===== config.mk =====
export PLATFORM = sky130hd
export DESIGN_NAME = alu_seq_exec
export DESIGN_NICKNAME = d
export VERILOG_FILES = /design/src/rtl/alu_seq_exec.sv
export SDC_FILE = /design/constraint.sdc
export NUM_CORES = 1
export LEC_CHECK = 0
export CAP_MARGIN = 20
export CORE_ASPECT_RATIO = 0.7
export CORE_MARGIN = 2
export CORE_UTILIZATION = 55
export CTS_CLUSTER_SIZE = 30
export DETAILED_ROUTE_END_ITERATION = 10
export PLACE_DENSITY = 0.79
export SYNTH_ARGS = -nofsm -noshare
export SYNTH_HDL_FRONTEND = slang
export SYNTH_SLANG_ARGS = --single-unit

===== constraint.sdc =====
create_clock -name clock -period 7.2 [get_ports clock]
set_clock_uncertainty 0.15 [all_clocks]
set_input_delay 1.44 -clock clock [delete_from_list [all_inputs] [get_ports clock]]
set_output_delay 1.44 -clock clock [all_outputs]
set_load 0.01 [all_outputs]

===== src/rtl/alu_seq_exec.sv =====
// alu_seq_exec: execution stage behind the ALU opcode decoder.
// ADD/SUB/AND/OR finish in one cycle. SLL/SRA iterate one bit per cycle.
// The result is registered and held in DONE until the consumer takes it.
//
// Handshake: a transfer on either side happens on a rising clock edge where
// valid and ready are both high. in_ready is high only in IDLE. out_valid is
// high only in DONE, and out_* stay stable there until out_ready is seen.
module alu_seq_exec #(
    parameter int WIDTH   = 32,
    parameter int SHAMT_W = 5
) (
    input  logic               clock,
    input  logic               reset_n,
    input  logic               in_valid,
    output logic               in_ready,
    input  logic [5:0]         in_op_sel,
    input  logic [WIDTH-1:0]   in_a,
    input  logic [WIDTH-1:0]   in_b,
    input  logic [SHAMT_W-1:0] in_shamt,
    output logic               out_valid,
    input  logic               out_ready,
    output logic [WIDTH-1:0]   out_result,
    output logic               out_overflow,
    output logic               out_ne,
    output logic               out_lt,
    output logic               out_illegal,
    output logic               busy,
    output logic [1:0]         dbg_state
);

    typedef enum logic [1:0] {
        S_IDLE  = 2'd0,
        S_SHIFT = 2'd1,
        S_DONE  = 2'd2
    } state_t;

    state_t state, state_next;

    logic [WIDTH-1:0]   work;
    logic [SHAMT_W-1:0] cnt;
    logic               shift_sra;

    logic               accept;
    logic               op_onehot;
    logic               is_shift;
    logic               last_shift;
    logic [WIDTH-1:0]   work_next;

    logic [WIDTH-1:0]   sum;
    logic [WIDTH-1:0]   diff;
    logic [WIDTH-1:0]   alu_result;
    logic               alu_ovf;
    logic               alu_ne;
    logic               alu_lt;

    assign accept     = in_valid & in_ready;
    // Exactly one bit set: non-zero and clearing the lowest set bit leaves zero.
    assign op_onehot  = (in_op_sel != 6'd0) && ((in_op_sel & (in_op_sel - 6'd1)) == 6'd0);
    assign is_shift   = op_onehot & (in_op_sel[4] | in_op_sel[5]);
    assign last_shift = (cnt == SHAMT_W'(1));
    assign work_next  = shift_sra ? {work[WIDTH-1], work[WIDTH-1:1]}
                                  : {work[WIDTH-2:0], 1'b0};

    assign sum  = in_a + in_b;
    assign diff = in_a + ~in_b + WIDTH'(1);

    // State register.
    always_ff @(posedge clock or negedge reset_n) begin
        if (!reset_n) state <= S_IDLE;
        else          state <= state_next;
    end

    // Next-state logic: short ops and zero-distance shifts skip SHIFT.
    always_comb begin
        state_next = state;
        case (state)
            S_IDLE: begin
                if (accept) begin
                    if (is_shift && (in_shamt != '0)) state_next = S_SHIFT;
                    else                              state_next = S_DONE;
                end
            end
            S_SHIFT: if (last_shift) state_next = S_DONE;
            S_DONE:  if (out_ready)  state_next = S_IDLE;
            default: state_next = S_IDLE;
        endcase
    end

    // Single-cycle ALU result and flags; flags not meaningful for an op stay 0.
    always_comb begin
        alu_result = '0;
        alu_ovf    = 1'b0;
        alu_ne     = 1'b0;
        alu_lt     = 1'b0;
        if (op_onehot) begin
            if (in_op_sel[0]) begin
                alu_result = sum;
                alu_ovf    = (in_a[WIDTH-1] == in_b[WIDTH-1]) & (sum[WIDTH-1] != in_a[WIDTH-1]);
            end else if (in_op_sel[1]) begin
                alu_result = diff;
                alu_ovf    = (in_a[WIDTH-1] != in_b[WIDTH-1]) & (diff[WIDTH-1] != in_a[WIDTH-1]);
                alu_ne     = (diff != '0);
                alu_lt     = diff[WIDTH-1] ^ alu_ovf;
            end else if (in_op_sel[2]) begin
                alu_result = in_a & in_b;
            end else if (in_op_sel[3]) begin
                alu_result = in_a | in_b;
            end
        end
    end

    // Datapath: capture at accept, then iterate the shifter one bit per cycle.
    always_ff @(posedge clock or negedge reset_n) begin
        if (!reset_n) begin
            work         <= '0;
            cnt          <= '0;
            shift_sra    <= 1'b0;
            out_result   <= '0;
            out_overflow <= 1'b0;
            out_ne       <= 1'b0;
            out_lt       <= 1'b0;
            out_illegal  <= 1'b0;
        end else if (accept) begin
            shift_sra <= in_op_sel[5];
            if (is_shift) begin
                // A zero shift amount goes straight to DONE with result = A.
                work         <= in_a;
                cnt          <= in_shamt;
                out_result   <= in_a;
                out_overflow <= 1'b0;
                out_ne       <= 1'b0;
                out_lt       <= 1'b0;
                out_illegal  <= 1'b0;
            end else begin
                out_result   <= alu_result;
                out_overflow <= alu_ovf;
                out_ne       <= alu_ne;
                out_lt       <= alu_lt;
                out_illegal  <= ~op_onehot;
            end
        end else if (state == S_SHIFT) begin
            work <= work_next;
            cnt  <= cnt - SHAMT_W'(1);
            if (last_shift) out_result <= work_next;
        end
    end

    assign in_ready  = (state == S_IDLE);
    assign out_valid = (state == S_DONE);
    assign busy      = (state != S_IDLE);
    assign dbg_state = state;

endmodule


==> results of run 1 <==
[critical path, delay by kind of cell]
family	cells	cell delay, ns
adder cells (fa/ha/maj)	2	0.77
buffers and inverters	2	0.55
AO/OA/AOI/OAI	13	2.69
AND/OR/NAND/NOR	7	1.40
[metrics by stage]
stage / setup slack (ns) / TNS (ns)
detailed placement: -0.140 / -0.140
global route: 0.0407 / 0
global placement: 0.100 / 0
finish: 0.409 / 0
floorplan: 1.02 / 0
CTS: 0.201 / 0
[synth_stat cells (17+ instances only)]
| cell type | number | area share (%) |
|---|---|---|
| nor2_1 | 141 | 5.7 |
| mux2i_1 | 33 | 3.5 |
| xnor2_1 | 31 | 2.9 |
| a211oi_1 | 24 | 1.9 |
| ha_1 | 97 | 13 |
| o21ai_0 | 111 | 6.0 |
| a21o_1 | 18 | 1.4 |
| nand2_1 | 105 | 4.2 |
| nor3_1 | 17 | 0.91 |
| dfrtp_1 | 76 | 20 |
| clkbuf_1 | 62 | 2.5 |
| nand3_1 | 24 | 1.3 |
| inv_1 | 89 | 3.6 |
| a21oi_1 | 145 | 7.8 |
[kinds of logic after synthesis]
family / after synthesis
simple gates: 395
flops: 76
mux: 34
buf+inv: 181
fa+ha+maj: 100
xor+xnor: 39
compound gates: 451
[where the power goes]
group	leakage (nW)	internal [mW]	total (mW)	switching, mW
registers	0.999	0.516	0.595	0.0790
logic	3.82	0.425	0.999	0.574
clock network	0.139	0.278	0.483	0.204
total	4.96	1.22	2.08	0.857
[layer usage]
metal	vias up	GRT usage, %	wire length [um]
met2	664	61.3	15400
met1	4896	55.6	15300
met3	74	8.28	3910
met5	-	0	8
met4	2	11.7	980
li1	4812	-	-
[flip-flops by register name, summed over array words and instances (netlist names)]
register / count
out_result: 32
work: 32
cnt: 5
dbg_state: 2
out_illegal: 1
out_lt: 1
out_ne: 1
out_overflow: 1
shift_sra: 1
[path summary, 6_finish.rpt]
| path | to | start |
|---|---|---|
| max | out_ne$_DFFE_PN0P_ | in_b[1] |
| min | out_illegal$_DFFE_PN0P_ | out_illegal$_DFFE_PN0P_ |
| max reg2reg | out_ne$_DFFE_PN0P_ | dbg_state[0]$_DFFE_PN0P_ |
| min reg2reg | out_illegal$_DFFE_PN0P_ | out_illegal$_DFFE_PN0P_ |
| max in group asynchronous | shift_sra$_DFFE_PN0P_ | reset_n |
| min in group asynchronous | work[5]$_DFFE_PN0P_ | reset_n |
[timing repair]
item,4_1_cts,5_1_grt
setup endpoints to repair,0,1
resized for setup,0,3
hold endpoints to repair,0,0
[area by class of cell]
| class | instances | area, sq um |
|---|---|---|
| multi-input cells | 1019 | 6760 |
| fillers | 1432 | 5120 |
| flip-flops and latches | 76 | 1900 |
| repair buffers | 189 | 1730 |
| inverters | 95 | 357 |
| well taps | 225 | 282 |
| clock buffers | 12 | 246 |
| clock inverters | 4 | 50.0 |
==> impl_metrics.yaml, run 1 <==
run_status:
  status: "completed"
global_routing:
  groute.usage.overall_pct: 39.5
  grt_pass1_vias: 9776
  grt_pass1_wl_um: 55600
  gr-total-overflow: 0
  antenna_found_initial: 2
  grt_max_degree: 70
detailed_routing:
  wirelength_um: 35700
  drtAntennaViolNets: 0
  wl_per_cell_um: 22.0
  drcViolationCount: 0
  drt_iter0_markers: 1369
  vias: 10400
  dr.pass1.iters: 9
  viasPerCell: 6.45
floorplanning:
  start_util_pct: 56.7
  core_sq_um: 16400
  io_pins: 120
  dieWidth_um: 160
  rows: 39
  die_area_sq_um: 18000
  die_h_um: 113
critical_path:
  r2r_setup_slack_ns: 3.90
  criticalPathCategory: "in2reg"
  rr_worst_depth: 10
  required_ns: 7.27
  max_stage_delay_ns: 0.51
  cp_common_cell: "nand4_1"
  start_kind: "primary input"
  worstSetupEndpointType: "flop"
  arrival_ns: 6.86
  path_max_fanout: 3
  critPathSlowestCell: "a2111o_1"
  path_cells: "clkdlybuf4s50_1 -> inv_1 -> ha_1 -> or2_1 -> a211oi_2 -> o211a_1 -> nand4_1 -> a2111o_1 -> nand3_1 -> a21oi_1 -> o21bai_1 -> a21oi_1 -> o21bai_1 -> fa_1 -> nor3b_2 -> o311a_1 -> o21ai_0 -> a211o_1 -> nor4_2 -> nand4_1 -> a2111oi_4 -> nand4_1 -> a2111oi_2 -> a22oi_1"
sta:
  holdWs_ns: 0.349
  final_hold_viol_count: 0
  fmax_mhz: 147
  tightest_slew_ns: 0.987
  min_period_over_period_pct: 94.3
  setup_viol: 0
  min_period_ns: 6.79
  relSlewSlack_pct: 34.2
  rsz0062_at_grt: "false"
  slew_viol_final: 0
clock_tree:
  holdBufCountCts: 0
  postCtsSetupBuffers: 0
  cts_made_buffers: 9
  htreeDepth: 3
  clk_path_buf_depth: 2
  clkSlewWorstSetupHoldPaths_ns: 0.07
  clkLatencyLatePin_ns: 0.35
  clock_sink_count: 76
  root_buffer: "clkbuf_16"
  cts_tree: "done"
synth:
  synth-warning-count: 0
  async_flop_share_pct: 100
  synth-seq-cells: 76
  synthSimpleGateAreaFrac_pct: 20.1
  synth_edf_count: 0
  synth_mux_area_share_pct: 3.66
  synth-xor-area-share_pct: 3.66
  synth_cell_types: 85
  syn_inst: 1276
  synth_top_family_by_area: "compound AO/OA/AOI/OAI gates"
  synth-adder-area-share_pct: 13.7
  avgSynthCellArea_sq_um: 7.31
  synthesis.area_sq_um: 9330
  seq_area_frac_synth_pct: 20.4
  synth_ff_type: "dfrtp_1"
  synth_compound_area_share_pct: 30.9
  syn-num-nets: 1455
hold_path:
  hp-class: "reg2reg"
  whs_path_depth: 2
place:
  place_area_sq_um: 11000
  place.port_buffers: 119
  routabilityCongestion: 1.05
  hpwl_um: 26600
  place_inst: 1603
pwr:
  vdd_drop_max_v: 0.000145
  power_density_nw_per_um2: 183
  leakagePower_nw: 4.96
  finalPower_mw: 2.08
layout:
  stdcell_count: 1620
  final_cell_mix: "a21oi_1 (145), nor2_1 (140), clkdlybuf4s50_1 (118), o21ai_0 (111), nand2_1 (105)"
  fin_util_pct: 68.8
  diodes: 0
  synthToLayoutAreaGrowth_pct: 21.4
  final_common_cell: "a21oi_1"
  final_layout_size_suffix_gt1_share_pct: 8.67
  nets: 1569
  finalInstanceArea_sq_um: 11300
run:
  maxCapViolations: 0
Note: power is estimated with default switching activity, not from simulation.
==> inputs of run 2 (changes only) <==
CELL_PAD_IN_SITES_DETAIL_PLACEMENT = 0   (was default)
CELL_PAD_IN_SITES_GLOBAL_PLACEMENT = 2   (was default)
CORE_UTILIZATION = 35   (was 55)
PLACE_DENSITY = default   (was 0.79)
PLACE_DENSITY_LB_ADDON = 0.1   (was default)
==> run 2 against run 1 <==
  * Clock power down 2%
  * First-iteration DRC count down 45%
  * Power up 0.40%
  * Sequential power up 0.7%
  * Final cell count up 8.2%
  * Critical path depth unchanged
  * Global-route usage down 10 points
  * Critical path type unchanged
  * Die area up 55%
  * Wire length up 13%
==> impl_metrics.yaml, run 2 (synthesized netlist as in run 1, its figures left out) <==
floorplanning:
  core_sq_um: 25900
  die_h_um: 141
  die_area_sq_um: 28000
  start_util_pct: 36.0
  rows: 49
  io_pins: 120
  dieWidth_um: 199
detailed_routing:
  viasPerCell: 5.74
  wl_per_cell_um: 23.0
  vias: 10100
  wirelength_um: 40400
  drt_iter0_markers: 755
  drtAntennaViolNets: 0
  drcViolationCount: 0
  dr.pass1.iters: 5
pwr:
  power_density_nw_per_um2: 182
  vdd_drop_max_v: 0.000111
  leakagePower_nw: 4.95
run_status:
  status: "completed"
critical_path:
  start_kind: "primary input"
  required_ns: 7.28
  arrival_ns: 6.86
  path_max_fanout: 3
  worstSetupEndpointType: "flop"
  criticalPathCategory: "in2reg"
place:
  place_inst: 1737
  routabilityCongestion: 0.998
  pre_cts_ws_ns: -0.0859
  hpwl_um: 30800
  place.port_buffers: 119
layout:
  nets: 1570
  final_layout_size_suffix_gt1_share_pct: 8.88
  final_common_cell: "a21oi_1"
  fill_cells: 2715
  diodes: 0
  synthToLayoutAreaGrowth_pct: 22.7
  final_cell_mix: "a21oi_1 (145), nor2_1 (140), clkdlybuf4s50_1 (117), o21ai_0 (111), nand2_1 (105)"
  seqCellArea_sq_um: 1900
  stdcell_count: 1753
  multi_input_area_sq_um: 6740
  reg.largest.list: "out_result (32), work (32), cnt (5)"
sta:
  min_period_over_period_pct: 94.1
  final_hold_viol_count: 0
  tightest_slew_ns: 1.05
  min_period_ns: 6.78
  slew_viol_final: 0
  setup_viol: 0
  fmax_mhz: 148
  postLayoutSetupSlackWorst_ns: 0.425
  relSlewSlack_pct: 30.2
clock_tree:
  cts_made_buffers: 9
  clock_sink_count: 76
  root_buffer: "clkbuf_16"
  clkSlewWorstSetupHoldPaths_ns: 0.07
  cts_tree: "done"
  htreeDepth: 3
  holdBufCountCts: 0
  clk_path_buf_depth: 2
  clkLatencyLatePin_ns: 0.36
global_routing:
  grt_pass1_vias: 9752
  groute.usage.overall_pct: 29.1
  antenna_found_initial: 0
  gr-total-overflow: 0
  grt_pass1_wl_um: 61300
  grt_max_degree: 70
hold_path:
  hp-class: "reg2reg"
run:
  maxCapViolations: 0
-- run 2: cell types whose count changed in the layout (fill, tap and decap cells not counted) --
cell,change
clkdlybuf4s50_1,-1
a2111oi_2,+1
inv_6,+1
buf_12,-1
a2111oi_4,-1
bufinv_16,-1
clkbuf_1,-1
buf_2,+1
buf_4,+2
clkinv_4,+1
-- run 2: layer usage --
metal	share of wire, %	GRT usage [%]	vias up	wire [um]
met5	0	0	-	0
met4	2.6	8.60	0	1030
met3	5.7	4.11	50	2300
met2	42	43.9	347	16900
met1	50	42.9	4848	20100
li1	-	-	4820	-
-- run 2: worst max-delay path, cell delays in order --
cell,delay (ns)
clkdlybuf4s50_1,0.47
inv_1,0.08
ha_1,0.32
or2_1,0.26
a211oi_2,0.29
o211a_1,0.24
nand4_1,0.16
a2111o_1,0.52
nand3_1,0.13
a21oi_1,0.07
o21bai_1,0.12
a21oi_1,0.08
o21bai_1,0.21
fa_1,0.46
nor3b_2,0.20
o311a_1,0.19
o21ai_0,0.08
a211o_1,0.29
nor4_2,0.24
nand4_1,0.18
a2111oi_2,0.34
nand4_1,0.15
a2111oi_2,0.22
a22oi_1,0.10
-- run 2: path summary, 6_finish.rpt --
path,start,cells after the start,endpoint,slack (ns)
setup / recovery,in_a[1],24,out_ne$_DFFE_PN0P_,0.42
hold / removal,work[0]$_DFFE_PN0P_,2,work[0]$_DFFE_PN0P_,0.34
setup reg to reg,dbg_state[0]$_DFFE_PN0P_,10,out_ne$_DFFE_PN0P_,4.19
hold reg to reg,work[0]$_DFFE_PN0P_,2,work[0]$_DFFE_PN0P_,0.34
max in group asynchronous,reset_n,2,shift_sra$_DFFE_PN0P_,4.88
min in group asynchronous,reset_n,1,out_result[8]$_DFFE_PN0P_,0.83
-- run 2: timing repair --
item / CTS / global route
endpoints found under the hold margin: 0 / 0
buffers inserted: 0 / 0
setup endpoints to repair: 0 / 1
gates resized for setup: 0 / 2
-- run 2: stage by stage --
stage	TNS (ns)	util [%]	cell area [sq um]	hold slack, ns	total power [mW]
2_1_floorplan	0	-	9330	0.299	1.17
3_3_place_gp	0	43.0	11200	0.317	1.61
3_5_place_dp	-0.0859	43.0	11200	0.329	1.60
4_1_cts	0	44.1	11400	0.346	2.09
5_1_grt	-0.00710	44.1	11400	0.371	2.21
6_report	0	44.1	11400	0.338	2.08
-- run 2: final cells by class --
class | count | share of cell area (%)
clock buffer | 11 | 2.12
clock inverter | 5 | 0.328
inverter | 95 | 3.12
multi-input combinational | 1019 | 58.9
sequential | 76 | 16.6
tap | 357 | 3.90
timing repair buffer | 190 | 15.0
-- run 2: power by group --
group          switching (mW)  internal [mW]
Sequential             0.0833          0.515
Clock                   0.228          0.246
Combinational           0.589          0.424
==> inputs of run 3 (changes only) <==
--- a/config.mk
+++ b/config.mk
@@ -15,4 +15,5 @@
 export DETAILED_ROUTE_END_ITERATION = 10
 export PLACE_DENSITY_LB_ADDON = 0.1
+export SLEW_MARGIN = 20
 export SYNTH_ARGS = -nofsm -noshare
 export SYNTH_HDL_FRONTEND = slang
--- a/constraint.sdc
+++ b/constraint.sdc
@@ -3,3 +3,3 @@
 set_input_delay 1.44 -clock clock [delete_from_list [all_inputs] [get_ports clock]]
 set_output_delay 1.44 -clock clock [all_outputs]
-set_load 0.01 [all_outputs]
+set_load 0.02 [all_outputs]
==> results of run 3 <==
The final DEF is identical to that of run 2. Status: completed.
Main changes from that run: total power 2.08 mW -> 2.12 mW
